===== src/rtl/mdio_phy_responder.sv =====
// MDIO (clause 22) PHY-side responder with a 32 x 16 register file.
// MDC is level-sampled in the clk domain; every rising MDC edge becomes a
// one-cycle bit_evt strobe that advances the frame FSM.
//
// Handshake: there is no valid/ready pair here. A controller bit is accepted
// only when bit_evt=1 and mdio_oe=1 in the same clk cycle; the responder owns
// the line exactly when mdio_in_oe=1, and mdio_in is forced to 0 otherwise.
// wr_stb is a one-cycle pulse qualifying wr_addr/wr_data; frame_err is a
// one-cycle pulse marking a discarded frame.
module mdio_phy_responder #(
    parameter logic [4:0]  PHY_ADDR = 5'd1,
    parameter logic [15:0] ID_VALUE = 16'h0141
) (
    input  logic        clk,
    input  logic        reset,
    input  logic        mdc,
    input  logic        mdio_out,
    input  logic        mdio_oe,
    output logic        mdio_in,
    output logic        mdio_in_oe,
    output logic        wr_stb,
    output logic [4:0]  wr_addr,
    output logic [15:0] wr_data,
    output logic        frame_err,
    output logic [2:0]  dbg_state_o
);

    typedef enum logic [2:0] {
        S_IDLE  = 3'd0,
        S_HDR   = 3'd1,
        S_TA    = 3'd2,
        S_WDATA = 3'd3,
        S_RDATA = 3'd4,
        S_SKIP  = 3'd5
    } state_t;

    localparam logic [15:0] PHY_ID1 = 16'h7809;

    state_t      state_q;
    logic        mdc_q;
    logic [4:0]  cnt_q;       // frame bits consumed so far, saturates at 31
    logic [12:0] hdr_q;       // header bits received before the 14th arrives
    logic [15:0] sh_q;        // read data out / write data in
    logic [4:0]  regad_q;
    logic        is_read_q;
    logic [15:0] regs_q [32];

    logic        bit_evt;
    logic [4:0]  cnt_d;
    logic [13:0] hdr_d;
    logic [1:0]  st_d;
    logic [1:0]  op_d;
    logic [4:0]  phyad_d;
    logic [4:0]  regad_d;
    logic [15:0] wdata_d;
    logic [15:0] rd_val_d;

    assign bit_evt     = mdc & ~mdc_q;
    assign cnt_d       = (cnt_q == 5'd31) ? 5'd31 : cnt_q + 5'd1;
    assign hdr_d       = {hdr_q, mdio_out};
    assign st_d        = hdr_d[13:12];
    assign op_d        = hdr_d[11:10];
    assign phyad_d     = hdr_d[9:5];
    assign regad_d     = hdr_d[4:0];
    assign wdata_d     = {sh_q[14:0], mdio_out};
    assign rd_val_d    = (regad_d == 5'd1) ? PHY_ID1 : regs_q[regad_d];
    assign dbg_state_o = state_q;

    // MDC edge detector
    always_ff @(posedge clk) begin
        if (!reset) begin
            mdc_q <= 1'b0;
        end else begin
            mdc_q <= mdc;
        end
    end

    // Frame FSM, register file and all registered outputs
    always_ff @(posedge clk) begin
        if (!reset) begin
            state_q    <= S_IDLE;
            cnt_q      <= 5'd0;
            hdr_q      <= 13'd0;
            sh_q       <= 16'd0;
            regad_q    <= 5'd0;
            is_read_q  <= 1'b0;
            mdio_in    <= 1'b0;
            mdio_in_oe <= 1'b0;
            wr_stb     <= 1'b0;
            wr_addr    <= 5'd0;
            wr_data    <= 16'd0;
            frame_err  <= 1'b0;
            for (int i = 0; i < 32; i++) begin
                regs_q[i] <= (i == 2) ? ID_VALUE : 16'h0000;
            end
        end else begin
            wr_stb    <= 1'b0;
            frame_err <= 1'b0;
            case (state_q)
                S_IDLE: begin
                    // Preamble ones are ignored; the first 0 is ST[1]
                    if (bit_evt && mdio_oe && !mdio_out) begin
                        hdr_q   <= 13'd0;
                        cnt_q   <= 5'd1;
                        state_q <= S_HDR;
                    end
                end
                S_HDR: begin
                    if (bit_evt) begin
                        if (!mdio_oe) begin
                            frame_err <= 1'b1;
                            cnt_q     <= 5'd0;
                            state_q   <= S_IDLE;
                        end else begin
                            hdr_q <= hdr_d[12:0];
                            cnt_q <= cnt_d;
                            if (cnt_q == 5'd13) begin
                                if (st_d != 2'b01 || (op_d != 2'b01 && op_d != 2'b10)) begin
                                    frame_err <= 1'b1;
                                    cnt_q     <= 5'd0;
                                    state_q   <= S_IDLE;
                                end else if (phyad_d != PHY_ADDR) begin
                                    state_q <= S_SKIP;
                                end else begin
                                    regad_q   <= regad_d;
                                    is_read_q <= (op_d == 2'b10);
                                    sh_q      <= (op_d == 2'b10) ? rd_val_d : 16'd0;
                                    state_q   <= S_TA;
                                end
                            end
                        end
                    end
                end
                S_TA: begin
                    if (bit_evt) begin
                        if (is_read_q) begin
                            // Controller releases the line during TA, so mdio_oe is not checked
                            cnt_q <= cnt_d;
                            if (cnt_q == 5'd14) begin
                                mdio_in_oe <= 1'b1;
                                mdio_in    <= 1'b0;
                            end else begin
                                mdio_in <= sh_q[15];
                                sh_q    <= {sh_q[14:0], 1'b0};
                                state_q <= S_RDATA;
                            end
                        end else if (!mdio_oe) begin
                            frame_err <= 1'b1;
                            cnt_q     <= 5'd0;
                            state_q   <= S_IDLE;
                        end else begin
                            cnt_q <= cnt_d;
                            if (cnt_q == 5'd15) begin
                                state_q <= S_WDATA;
                            end
                        end
                    end
                end
                S_RDATA: begin
                    if (bit_evt) begin
                        if (cnt_q == 5'd31) begin
                            // DATA[0] has been sampled by the controller; release the line
                            mdio_in_oe <= 1'b0;
                            mdio_in    <= 1'b0;
                            cnt_q      <= 5'd0;
                            state_q    <= S_IDLE;
                        end else begin
                            mdio_in <= sh_q[15];
                            sh_q    <= {sh_q[14:0], 1'b0};
                            cnt_q   <= cnt_d;
                        end
                    end
                end
                S_WDATA: begin
                    if (bit_evt) begin
                        if (!mdio_oe) begin
                            frame_err <= 1'b1;
                            cnt_q     <= 5'd0;
                            state_q   <= S_IDLE;
                        end else begin
                            sh_q  <= wdata_d;
                            cnt_q <= cnt_d;
                            if (cnt_q == 5'd31) begin
                                // Registers 1 and 2 are read-only but the strobe still fires
                                if (regad_q != 5'd1 && regad_q != 5'd2) begin
                                    regs_q[regad_q] <= wdata_d;
                                end
                                wr_stb  <= 1'b1;
                                wr_addr <= regad_q;
                                wr_data <= wdata_d;
                                cnt_q   <= 5'd0;
                                state_q <= S_IDLE;
                            end
                        end
                    end
                end
                S_SKIP: begin
                    // Frame for another PHY: count it out without touching the line
                    if (bit_evt) begin
                        if (cnt_q == 5'd31) begin
                            cnt_q   <= 5'd0;
                            state_q <= S_IDLE;
                        end else begin
                            cnt_q <= cnt_d;
                        end
                    end
                end
                default: begin
                    cnt_q   <= 5'd0;
                    state_q <= S_IDLE;
                end
            endcase
        end
    end

endmodule


===== config.mk =====
export PLATFORM = sky130hd
export DESIGN_NAME = mdio_phy_responder
export DESIGN_NICKNAME = d
export VERILOG_FILES = /design/src/rtl/mdio_phy_responder.sv
export SDC_FILE = /design/constraint.sdc
export NUM_CORES = 1
export LEC_CHECK = 0
export BUFFER_PORTS_ARGS = -buffer_cell sky130_fd_sc_hd__buf_2
export CAP_MARGIN = 20
export CORE_MARGIN = 1
export CORE_UTILIZATION = 50
export CTS_CLUSTER_SIZE = 10
export DETAILED_ROUTE_END_ITERATION = 8
export PLACE_DENSITY = 0.66
export SLEW_MARGIN = 10
export SYNTH_ARGS = -nofsm -noshare
export SYNTH_HDL_FRONTEND = slang
export SYNTH_SLANG_ARGS = --single-unit

===== constraint.sdc =====
create_clock -name clk -period 4.9 [get_ports clk]
set_input_delay 0.98 -clock clk [delete_from_list [all_inputs] [get_ports clk]]
set_output_delay 0.98 -clock clk [all_outputs]
set_load 0.02 [all_outputs]

==> reports/qor.csv, run 1 <==
stage,metric,value,unit
status,status,completed,
synthesis,mux cell area share after synthesis,0.1168,
critical_path,endpoint class of the critical path,flop,
floorplan,die height,231.8,um
synthesis,"Cell Area, Synth",26410,sq um
synthesis,Post-Syn Instances,1896,
synthesis,Synth Area in Simple Gates,0.1638,
sta,final-report setup violation count,0,
synthesis,Adder-Cell Fraction of Synth Area,0.003791,
hold_path,hold_sp,wr_data[13],
floorplan,starting density of the core,0.5106,
floorplan,chip width,231.8,um
critical_path,Reg2Reg Setup Slack,1.28,ns
synthesis,register area share after synthesis,0.6277,
hold_path,Worst Hold Endpoint,wr_data[13],
critical_path,startpoint of the worst register-to-register path,cnt_q[0],
power_and_ir_drop,Flop pwr share,0.526,
synthesis,Synth Area in Compound Gates,0.05378,
critical_path,required time of the critical path,5.36,ns
critical_path,maximum net fanout on the critical path,16,
route,DRC Markers,0,
global_route,number of global-route vias before repair,15760,
synthesis,XOR/XNOR Fraction of Synth Area,0,
layout,share of post-route cells with drive strength above 1,0.1681,
sta,crit share post-route,0.7396,
clocking,H-Tree Level Count,3,
critical_path,CP Launch Type,flop,
sta,Slew @ Worst Pin,1.096,ns
synthesis,synthesis-stage register bit count,575,
placement,Placed Instance Area,27230,sq um
synthesis,Mapped Avg Cell Area,13.93,sq um
layout,area growth from synthesis to layout,10.59,%
floorplan,Ports,33,
clocking,clock sink count,575,
sta,Worst Skew,0.01939,ns
layout,design area,29200,sq um
route,Vias per Instance,6.108,
sta,Pins Over Slew Limit,0,
power_and_ir_drop,PD cells,365.3,nW/um^2
synthesis,Synth cell types,80,
power_and_ir_drop,Int Pwr,0.008381,W
synthesis,Post-synth EDFFs,506,
critical_path,R2R cell count,8,
synthesis,Synth async-reset ratio,0,
synthesis,synth warn,0,
sta,unrepaired setup endpoints after global routing,false,
global_route,global-route wire length before repair,103600,um
clocking,Post-CTS Hold Buffers,0,
route,Post-Route WL,69360,um
floorplan,Site Rows,83,
clocking,Resize count post-CTS,0,
power_and_ir_drop,part of the power in the clock network,0.430,
sta,Highest Clock Rate,275.9,MHz
global_route,GRT Overall Usage,0.2638,
clocking,clk root buf,clkbuf_16,
critical_path,crit path DAT,4.08,ns
clocking,CTS tree,built,
global_route,GRT overflow,0,
route,Wirelength per Cell,26.30,um
sta,count of final hold-check violations,0,
placement,PortBufs,32,
critical_path,crit path kind,flop to flop,
power_and_ir_drop,power share of the combinational group,0.044,
critical_path,FF-to-FF End,regs_q[0][11],
clocking,CTS Buf Count,68,
clocking,clk_lat worst skew,0.60,ns
sta,post-route minimum period,3.624,ns
synthesis,largest family of logic cells by synthesized area,simple AND/OR/NAND/NOR gates,
floorplan,full die area,53740,sq um
sta,slew margin rel.,0.2667,
sta,Setup TNS,0,ns
power_and_ir_drop,Max rail drop VDD,279.0,uV
route,vias,16110,
placement,Post-DP HPWL,42580,um
layout,ANT cells,0,
layout,# fillers,4141,
clocking,Clock Path Buffers,3,
route,antenna-violating nets left,0,
layout,nets,1927,
power_and_ir_drop,P_sw,0.002286,W
power_and_ir_drop,Leak Pwr,9.913,nW
route,Pre-antenna DRT Iters,5,
power_and_ir_drop,Sw Share,0.2143,
hold_path,WHS Path Cells,2,
job,max-cap check violation count,0,
global_route,largest net degree at the start of global routing,51,
clocking,number of setup buffers added after CTS,0,
global_route,initial antenna violation count,3,
synthesis,"Top FF cell, synth",edfxtp_1,
hold_path,Hold Crit Class,flop to flop,
route,DR iter-0 viols,1754,
floorplan,area of the core,51720,sq um
clocking,"Reg clk slew, reported paths",0.06,ns
placement,Placer Congestion,0.8933,
==> cells in the mapped netlist, drive strengths merged (3+ instances only) <==
library cell  count  area share
a21boi            3     0.00085
nand4            10      0.0024
nor2b             5      0.0012
o32ai             8      0.0027
nor2             50      0.0083
mux2             13      0.0055
nand2            84       0.012
nand3            22      0.0044
o22a              6      0.0020
nand4b            4      0.0019
nand2b            7      0.0017
clkbuf          122       0.018
edfxtp          506        0.58
buf              56       0.014
a22o             15      0.0050
a221oi            7      0.0023
nor3b             7      0.0032
dfxtp            69       0.052
a22oi             7      0.0020
o221ai           10      0.0033
nor4b             6      0.0020
nand3b            6      0.0017
a211oi           10      0.0030
o211ai            6      0.0017
or3b              4      0.0013
o21ai            40      0.0076
o22ai            15      0.0036
or3               4     0.00095
a21oi            52      0.0099
mux2i            73       0.028
ha                8      0.0038
nor3             40      0.0078
mux4             98       0.084
inv              13      0.0018
nor4              4      0.0018
a2111oi           7      0.0023
and2            467        0.11
a2111o            3      0.0013
==> kinds of logic after synthesis <==
logic type,after synthesis
AND/OR/NAND/NOR,728
buffers and inverters,191
flip-flops,575
adder cells (fa/ha/maj),8
multiplexers,184
other,2
AO/OA/AOI/OAI,208
==> how the worst max path moves through the flow <==
stage	end	start	cells after the start	slack, ns
floorplan	regs_q[20][0]	reset	7	1.23
global placement	sh_q[1]	mdio_out	6	0.80
detailed placement	sh_q[5]	mdio_out	6	0.91
CTS	regs_q[16][8]	cnt_q[0]	8	1.27
global route	regs_q[16][14]	cnt_q[0]	8	0.98
finish	regs_q[0][11]	cnt_q[0]	8	1.28
==> power by group through the flow <==
stage               logic, W  registers [W]  clock network (W)
floorplan           0.000322        0.00568                  0
global placement    0.000464        0.00570                  0
detailed placement  0.000467        0.00571                  0
CTS                 0.000469        0.00561            0.00464
global route        0.000494        0.00563            0.00484
finish              0.000469        0.00561            0.00458
==> layer usage <==
metal	vias up	part of all wire	track usage
li1	7006	-	-
met1	8186	0.42	0.3782
met2	773	0.47	0.4131
met3	143	0.087	0.04420
met4	0	0.029	0.08039
met5	-	0	0
==> state kept, by name (all words and copies together), names as in the netlist <==
register	flops
mdio_in	1
frame_err	1
hdr_q	13
regs_q	506
wr_addr	5
sh_q	16
mdio_in_oe	1
is_read_q	1
mdc_q	1
wr_stb	1
regad_q	5
dbg_state_o	3
cnt_q	5
wr_data	16
==> cell type report <==
type,count,area (sq um),share of cell area
Tap cell,680,850.8,0.02913
Sequential cell,575,16590,0.5681
Clock buffer,106,1897,0.06495
Timing Repair Buffer,102,718.2,0.02459
Clock inverter,7,60.06,0.002057
Inverter,13,48.80,0.001671
Multi-Input combinational cell,1154,9039,0.3095
==> cell usage in the layout (no fill, tap or decap), types with 7 or more instances in the layout <==
master / count
nand3_1: 21
a22o_1: 15
o21ai_1: 31
o21ai_0: 9
ha_1: 8
nand2b_1: 7
a211oi_1: 9
nor3_1: 38
dfxtp_2: 8
o22ai_1: 15
nand4_1: 10
a22oi_1: 7
inv_1: 12
o32ai_1: 8
edfxtp_1: 506
clkbuf_16: 70
and2_1: 467
nor2_2: 13
o221ai_1: 10
conb_1: 26
buf_4: 67
mux2_2: 12
buf_2: 32
nand2_1: 83
a221oi_1: 7
dfxtp_1: 60
clkbuf_1: 35
mux4_2: 98
a21oi_1: 52
a2111oi_0: 7
nor2_1: 37
mux2i_1: 73
==> stage by stage <==
| stage | hold WS (ns) | util | cells | power, W | worst slack (ns) |
|---|---|---|---|---|---|
| global route | 0.4687 | 0.5647 | 2637 | 0.01096 | 0.9771 |
| CTS | 0.4531 | 0.5644 | 2635 | 0.01072 | 1.271 |
| floorplan | 0.4394 | - | 1920 | 0.006003 | 1.229 |
| global placement | 0.4403 | 0.5263 | 2520 | 0.006167 | 0.8030 |
| finish | 0.4524 | 0.5647 | 2637 | 0.01067 | 1.276 |
| detailed placement | 0.4458 | 0.5265 | 2522 | 0.006180 | 0.9119 |
==> critical path, stage by stage, from the launching register on <==
cell      delay (ns)
dfxtp_1         0.43
ha_1            0.21
and3_1          0.24
ha_1            0.37
nand2_1         0.15
nor4_2          0.27
nand2b_1        0.56
nor2_1          1.00
and2_1          0.25
(Power assumes the default switching activity.)
==> run 2, diff against run 1 <==
- PLACE_DENSITY: 0.66 -> 0.68
- clock period: 4.9 -> 3.3 ns (I/O delays scaled with it)
==> run 2 against run 1 <==
Compared with the run above:
- register-to-register slack lost 1.1 ns
- clock skew rose by 0.0033 ns
- flip-flop and latch count unchanged
- critical path depth up 1
- worst hold slack lost 0.13 ns
- total power rose by 49%
- highest routed layer is now met5
- combinational power is 56% higher
- via count grew 2.1%
==> reports/qor.csv, run 2 (same netlist as run 1, synthesis figures left out) <==
stage,metric,value,unit
layout,biggest registers after layout,"regs_q (506), sh_q (16), wr_data (16)",
hold_path,Hold Crit Class,primary input to flop,
sta,Highest Clock Rate,323.1,MHz
global_route,largest net degree at the start of global routing,75,
clocking,Clock Path Buffers,3,
floorplan,full die area,53740,sq um
sta,crit share post-route,0.9379,
sta,final-report setup violation count,0,
layout,share of post-route cells with drive strength above 1,0.1889,
power_and_ir_drop,Leak Pwr,10.22,nW
clocking,H-Tree Level Count,3,
clocking,clock sink count,575,
critical_path,crit path kind,flop to flop,
clocking,clk root buf,clkbuf_16,
route,met2 wire length,33100,um
sta,post-route minimum period,3.095,ns
sta,count of final hold-check violations,0,
clocking,CTS tree,built,
global_route,GRT Overall Usage,0.2702,
floorplan,Site Rows,83,
route,DR iter-0 viols,2148,
sta,unrepaired setup endpoints after global routing,false,
layout,area growth from synthesis to layout,12.41,%
critical_path,crit path DAT,3.56,ns
placement,worst slack at placement,0.1945,ns
clocking,number of setup buffers added after CTS,0,
floorplan,starting density of the core,0.5106,
route,met3 wire len,6621,um
power_and_ir_drop,PD cells,535.7,nW/um^2
sta,slew margin rel.,0.2265,
critical_path,CP Launch Type,flop,
job,max-cap check violation count,0,
status,status,completed,
clocking,"Reg clk slew, reported paths",0.06,ns
route,antenna-violating nets left,0,
route,Post-Route WL,71300,um
placement,Placer Congestion,0.9188,
floorplan,area of the core,51720,sq um
route,M1 WL,28710,um
layout,ANT cells,0,
placement,Post-DP HPWL,44870,um
sta,worst setup margin,0.2051,ns
critical_path,required time of the critical path,3.76,ns
critical_path,endpoint class of the critical path,flop,
route,top sig layer,met5,
clocking,Resize count post-CTS,0,
layout,# fillers,4085,
route,DRC Markers,0,
critical_path,maximum net fanout on the critical path,21,
clocking,clk_lat worst skew,0.60,ns
sta,Slew @ Worst Pin,1.159,ns
layout,nets,1982,
layout,most frequent cells in the layout,"edfxtp_1 (506), and2_1 (467), buf_4 (117), mux4_2 (98), nand2_1 (83)",
placement,PortBufs,32,
route,Vias per Instance,6.123,
floorplan,chip width,231.8,um
global_route,initial antenna violation count,3,
route,Pre-antenna DRT Iters,8,
sta,Pins Over Slew Limit,0,
sta,Worst Skew,0.02268,ns
global_route,global-route wire length before repair,105900,um
clocking,Post-CTS Hold Buffers,0,
sta,Hold WS,0.3229,ns
power_and_ir_drop,Max rail drop VDD,416.6,uV
placement,Placed Instance Area,27710,sq um
layout,most flop-heavy register,regs_q,
floorplan,Ports,33,
layout,max reg flops,506,
route,vias,16450,
floorplan,die height,231.8,um
global_route,number of global-route vias before repair,16240,
route,Wirelength per Cell,26.54,um
layout,"commonest non-fill, non-tap cell in the layout",edfxtp_1,
global_route,GRT overflow,0,
layout,design area,29680,sq um
clocking,CTS Buf Count,69,
[run 2: changes by cell type in the layout (fill, tap and decap cells not counted), moves of 2 or more]
cell / previous run / this run
clkbuf_16: 70 / 73
dfxtp_1: 60 / 63
buf_12: 2 / 7
buf_4: 67 / 117
clkbuf_1: 35 / 29
dfxtp_2: 8 / 5
inv_6: 4 / 0
clkinv_1: 1 / 3
[run 2: stage by stage]
step           power [W]  utilization  instances  TNS (ns)
2_1_floorplan   0.008912            -       1920    -18.41
3_3_place_gp    0.009183       0.5359       2578         0
3_5_place_dp    0.009206       0.5359       2578         0
4_1_cts          0.01596       0.5740       2686         0
5_1_grt          0.01627       0.5740       2686         0
6_report         0.01590       0.5740       2686         0
[run 2: path summary, 6_finish.rpt]
kind,endpoint,startpoint,cells past startpoint,slack (ns)
worst max-delay path,regs_q[6][7],cnt_q[0],9,0.21
worst min-delay path,mdc_q,mdc,2,0.32
worst max register to register,regs_q[6][7],cnt_q[0],9,0.21
worst min register to register,wr_data[5],wr_data[5],2,0.45
[run 2: layer usage]
layer | global-route usage | vias up
met1 | 0.3791 | 8334
met5 | 0 | -
li1 | - | 7103
met3 | 0.04924 | 167
met4 | 0.1098 | 2
met2 | 0.4167 | 840
[run 2: area by class of cell]
| cell class | count | area, sq um | area share |
|---|---|---|---|
| inverters | 13 | 48.80 | 0.001644 |
| well taps | 680 | 850.8 | 0.02866 |
| repair buffers | 156 | 1189 | 0.04004 |
| flip-flops and latches | 575 | 16590 | 0.5588 |
| clock inverters | 5 | 21.27 | 0.0007166 |
| clock buffers | 103 | 1949 | 0.06567 |
| multi-input cells | 1154 | 9039 | 0.3045 |
[run 2: where the power goes]
part	leakage [nW]	internal, W	switching [W]
clock	0.954	0.00403	0.00281
sequential	5.37	0.00823	0.000108
combinational	3.90	0.000307	0.000424
[run 2: worst max-delay path, cell delays in order (launching register included)]
cell	delay (ns)
dfxtp_1	0.42
ha_1	0.21
and3_1	0.24
ha_1	0.37
nand2_1	0.15
nor4_2	0.32
nand3_1	0.14
buf_4	0.27
nor2_2	0.60
and2_1	0.22
==> run 3, diff against run 2 <==
- ABC_AREA: default -> 1
==> run 3 against run 2 <==
Compared with the run above:
- cell area grew 0.24%
- cell count grew 37%
- worst hold slack lost 0.021 ns
- first-iteration DRC count grew 14%
- core utilization shrank 0.88 points
- flip-flop and latch count grew 6
- wire length grew 6.9%
- largest cell class unchanged
==> reports/qor.csv, run 3 <==
stage,metric,value,unit
layout,biggest registers after layout,"regs_q (512), sh_q (16), wr_data (16)",
synthesis,synthesis-stage register bit count,581,
synthesis,Synth async-reset ratio,0,
critical_path,maximum net fanout on the critical path,17,
sta,final-report setup violation count,0,
layout,ANT cells,0,
global_route,initial antenna violation count,2,
clocking,H-Tree Level Count,3,
floorplan,area of the core,52660,sq um
synthesis,Mapped Avg Cell Area,9.107,sq um
floorplan,full die area,54240,sq um
layout,most flop-heavy register,regs_q,
clocking,number of setup buffers added after CTS,0,
sta,slew margin rel.,0.3568,
clocking,Post-CTS Hold Buffers,0,
synthesis,synth warn,0,
placement,Placed Instance Area,27830,sq um
layout,"commonest non-fill, non-tap cell in the layout",nand2_1,
sta,Hold WS,0.3023,ns
hold_path,Hold Crit Class,primary input to flop,
synthesis,Synth cell types,29,
synthesis,"Cell Area, Synth",26660,sq um
status,status,completed,
global_route,GRT Overall Usage,0.2821,
sta,count of final hold-check violations,0,
clocking,CTS Buf Count,68,
sta,Highest Clock Rate,327.2,MHz
route,Post-Route WL,76190,um
layout,design area,29760,sq um
sta,Worst Skew,0.02807,ns
critical_path,crit path kind,flop to flop,
sta,Pins Over Slew Limit,0,
layout,most frequent cells in the layout,"nand2_1 (753), nor2_1 (748), edfxtp_1 (512), nand3_1 (203), inv_1 (128)",
global_route,largest net degree at the start of global routing,142,
synthesis,Yosys top cell area share,0.5768,
critical_path,endpoint class of the critical path,flop,
route,Wirelength per Cell,20.65,um
global_route,global-route wire length before repair,113700,um
sta,crit share post-route,0.9262,
placement,PortBufs,32,
route,Pre-antenna DRT Iters,8,
critical_path,crit path DAT,3.33,ns
critical_path,CP Launch Type,flop,
clocking,Clock Path Buffers,3,
critical_path,CP bufs+invs,3,
clocking,clk_lat worst skew,0.61,ns
sta,Slew @ Worst Pin,0.9637,ns
synthesis,Post-Syn Instances,2927,
layout,area growth from synthesis to layout,11.63,%
clocking,CTS tree,built,
layout,share of post-route cells with drive strength above 1,0.08431,
synthesis,"count leader, synth",nand2_1,
power_and_ir_drop,Leak Pwr,11.40,nW
power_and_ir_drop,PD cells,613.6,nW/um^2
placement,Placer Congestion,0.9395,
floorplan,die height,232.9,um
critical_path,crit-path leading delay family,simple AND/OR/NAND/NOR gates,
clocking,"Reg clk slew, reported paths",0.05,ns
power_and_ir_drop,"Power, Total",0.01826,W
synthesis,"Top FF cell, synth",edfxtp_1,
route,vias,20710,
critical_path,"Largest stage delay, worst path",0.46,ns
route,antenna-violating nets left,0,
synthesis,Post-synth EDFFs,512,
global_route,number of global-route vias before repair,19360,
placement,Post-DP HPWL,47700,um
clocking,clk root buf,clkbuf_16,
job,max-cap check violation count,0,
sta,post-route minimum period,3.056,ns
synthesis,register area share after synthesis,0.6286,
synthesis,Post-synth top cells,"nand2_1 (754), nor2_1 (748), edfxtp_1 (512), nand3_1 (203), clkbuf_1 (140)",
floorplan,Site Rows,84,
critical_path,cells along the critical path,ha_1 -> nand2_1 -> inv_1 -> ha_1 -> nand3_1 -> nor2_1 -> nand2_1 -> nor3_4 -> buf_4 -> nand2_2 -> nand2_1 -> buf_4,
global_route,GRT overflow,0,
critical_path,Worst path slowest cell,dfxtp_1,
clocking,Resize count post-CTS,0,
route,DR iter-0 viols,2457,
floorplan,Ports,33,
critical_path,required time of the critical path,3.57,ns
sta,unrepaired setup endpoints after global routing,true,
floorplan,chip width,232.9,um
power_and_ir_drop,Max rail drop VDD,360.0,uV
clocking,clock sink count,581,
layout,max reg flops,512,
route,Vias per Instance,5.614,
layout,nets,2978,
critical_path,Worst path most repeated cell,nand2_1,
synthesis,largest area contributor in the synthesized netlist,edfxtp_1,
floorplan,starting density of the core,0.5062,
synthesis,largest cells by area after synthesis,"edfxtp_1 (58%), nand2_1 (11%), nor2_1 (11%)",
route,DRC Markers,0,
run 3: cell types whose count changed after synthesis, moves of 48 or more:
cell     delta
nor2_1    +711
nand2_1   +671
and2_1    -467
nand3_1   +182
inv_1     +118
mux4_2     -98
o21ai_0    +83
mux2i_1    -73
a21oi_1    +48
run 3: area by class of cell:
cell class | count | area [sq um]
Clock inverter | 1 | 8.758
Clock buffer | 105 | 1914
Inverter | 132 | 504.2
Tap cell | 688 | 860.8
Multi-Input combinational cell | 2042 | 8516
Sequential cell | 581 | 16760
Fill cell | 4523 | 22900
Timing Repair Buffer | 140 | 1192
run 3: cells by family after synthesis:
family / after synthesis / share of synthesized area
xor gates and xnor gates: 1 / 0.0003286
and+or+nand+nor: 1774 / 0.2675
other: 2 / 0.0002817
buffers and inverters: 334 / 0.05628
DFF: 581 / 0.6286
adders and majority gates: 8 / 0.003755
AOI/OAI and AO/OA: 227 / 0.04328
run 3: worst register-to-register path, stage by stage (launching register included):
cell and delay, ns:
dfxtp_1 0.46, ha_1 0.24, nand2_1 0.09, inv_1 0.10, ha_1 0.22, nand3_1 0.16, nor2_1 0.22, nand2_1 0.18
nor3_4 0.14, buf_4 0.28, nand2_2 0.26, nand2_1 0.12, buf_4 0.24
run 3: final timing paths:
kind | start | endpoint | slack, ns | cells past startpoint
setup / recovery | cnt_q[0] | regs_q[26][3] | 0.24 | 12
hold reg to reg | hdr_q[12] | hdr_q[12] | 0.47 | 2
setup reg to reg | cnt_q[0] | regs_q[26][3] | 0.24 | 12
hold / removal | mdc | mdc_q | 0.30 | 3
run 3: stage by stage:
stage	instances	worst slack [ns]	utilization	TNS (ns)
6_report	3689	0.2436	0.5651	0
5_1_grt	3689	-0.008278	0.5651	-0.1005
4_1_cts	3689	0.2814	0.5651	0
3_5_place_dp	3583	0.2399	0.5285	0
3_3_place_gp	3583	0.2914	0.5285	0
2_1_floorplan	2957	0.5797	-	0
run 3: power breakdown:
| part | internal, W | leakage (nW) | switching, W |
|---|---|---|---|
| registers | 0.00838 | 5.43 | 0.000129 |
| logic | 0.000714 | 5.05 | 0.00231 |
| clock network | 0.00394 | 0.926 | 0.00278 |
| total | 0.0130 | 11.4 | 0.00522 |
run 3: layer usage:
layer / track usage / up-vias / part of all wire
met4: 0.1201 / 4 / 0.035
li1: - / 9557 / -
met3: 0.05380 / 185 / 0.10
met1: 0.3742 / 9835 / 0.39
met2: 0.4528 / 1130 / 0.48
met5: 0 / - / 0.00025
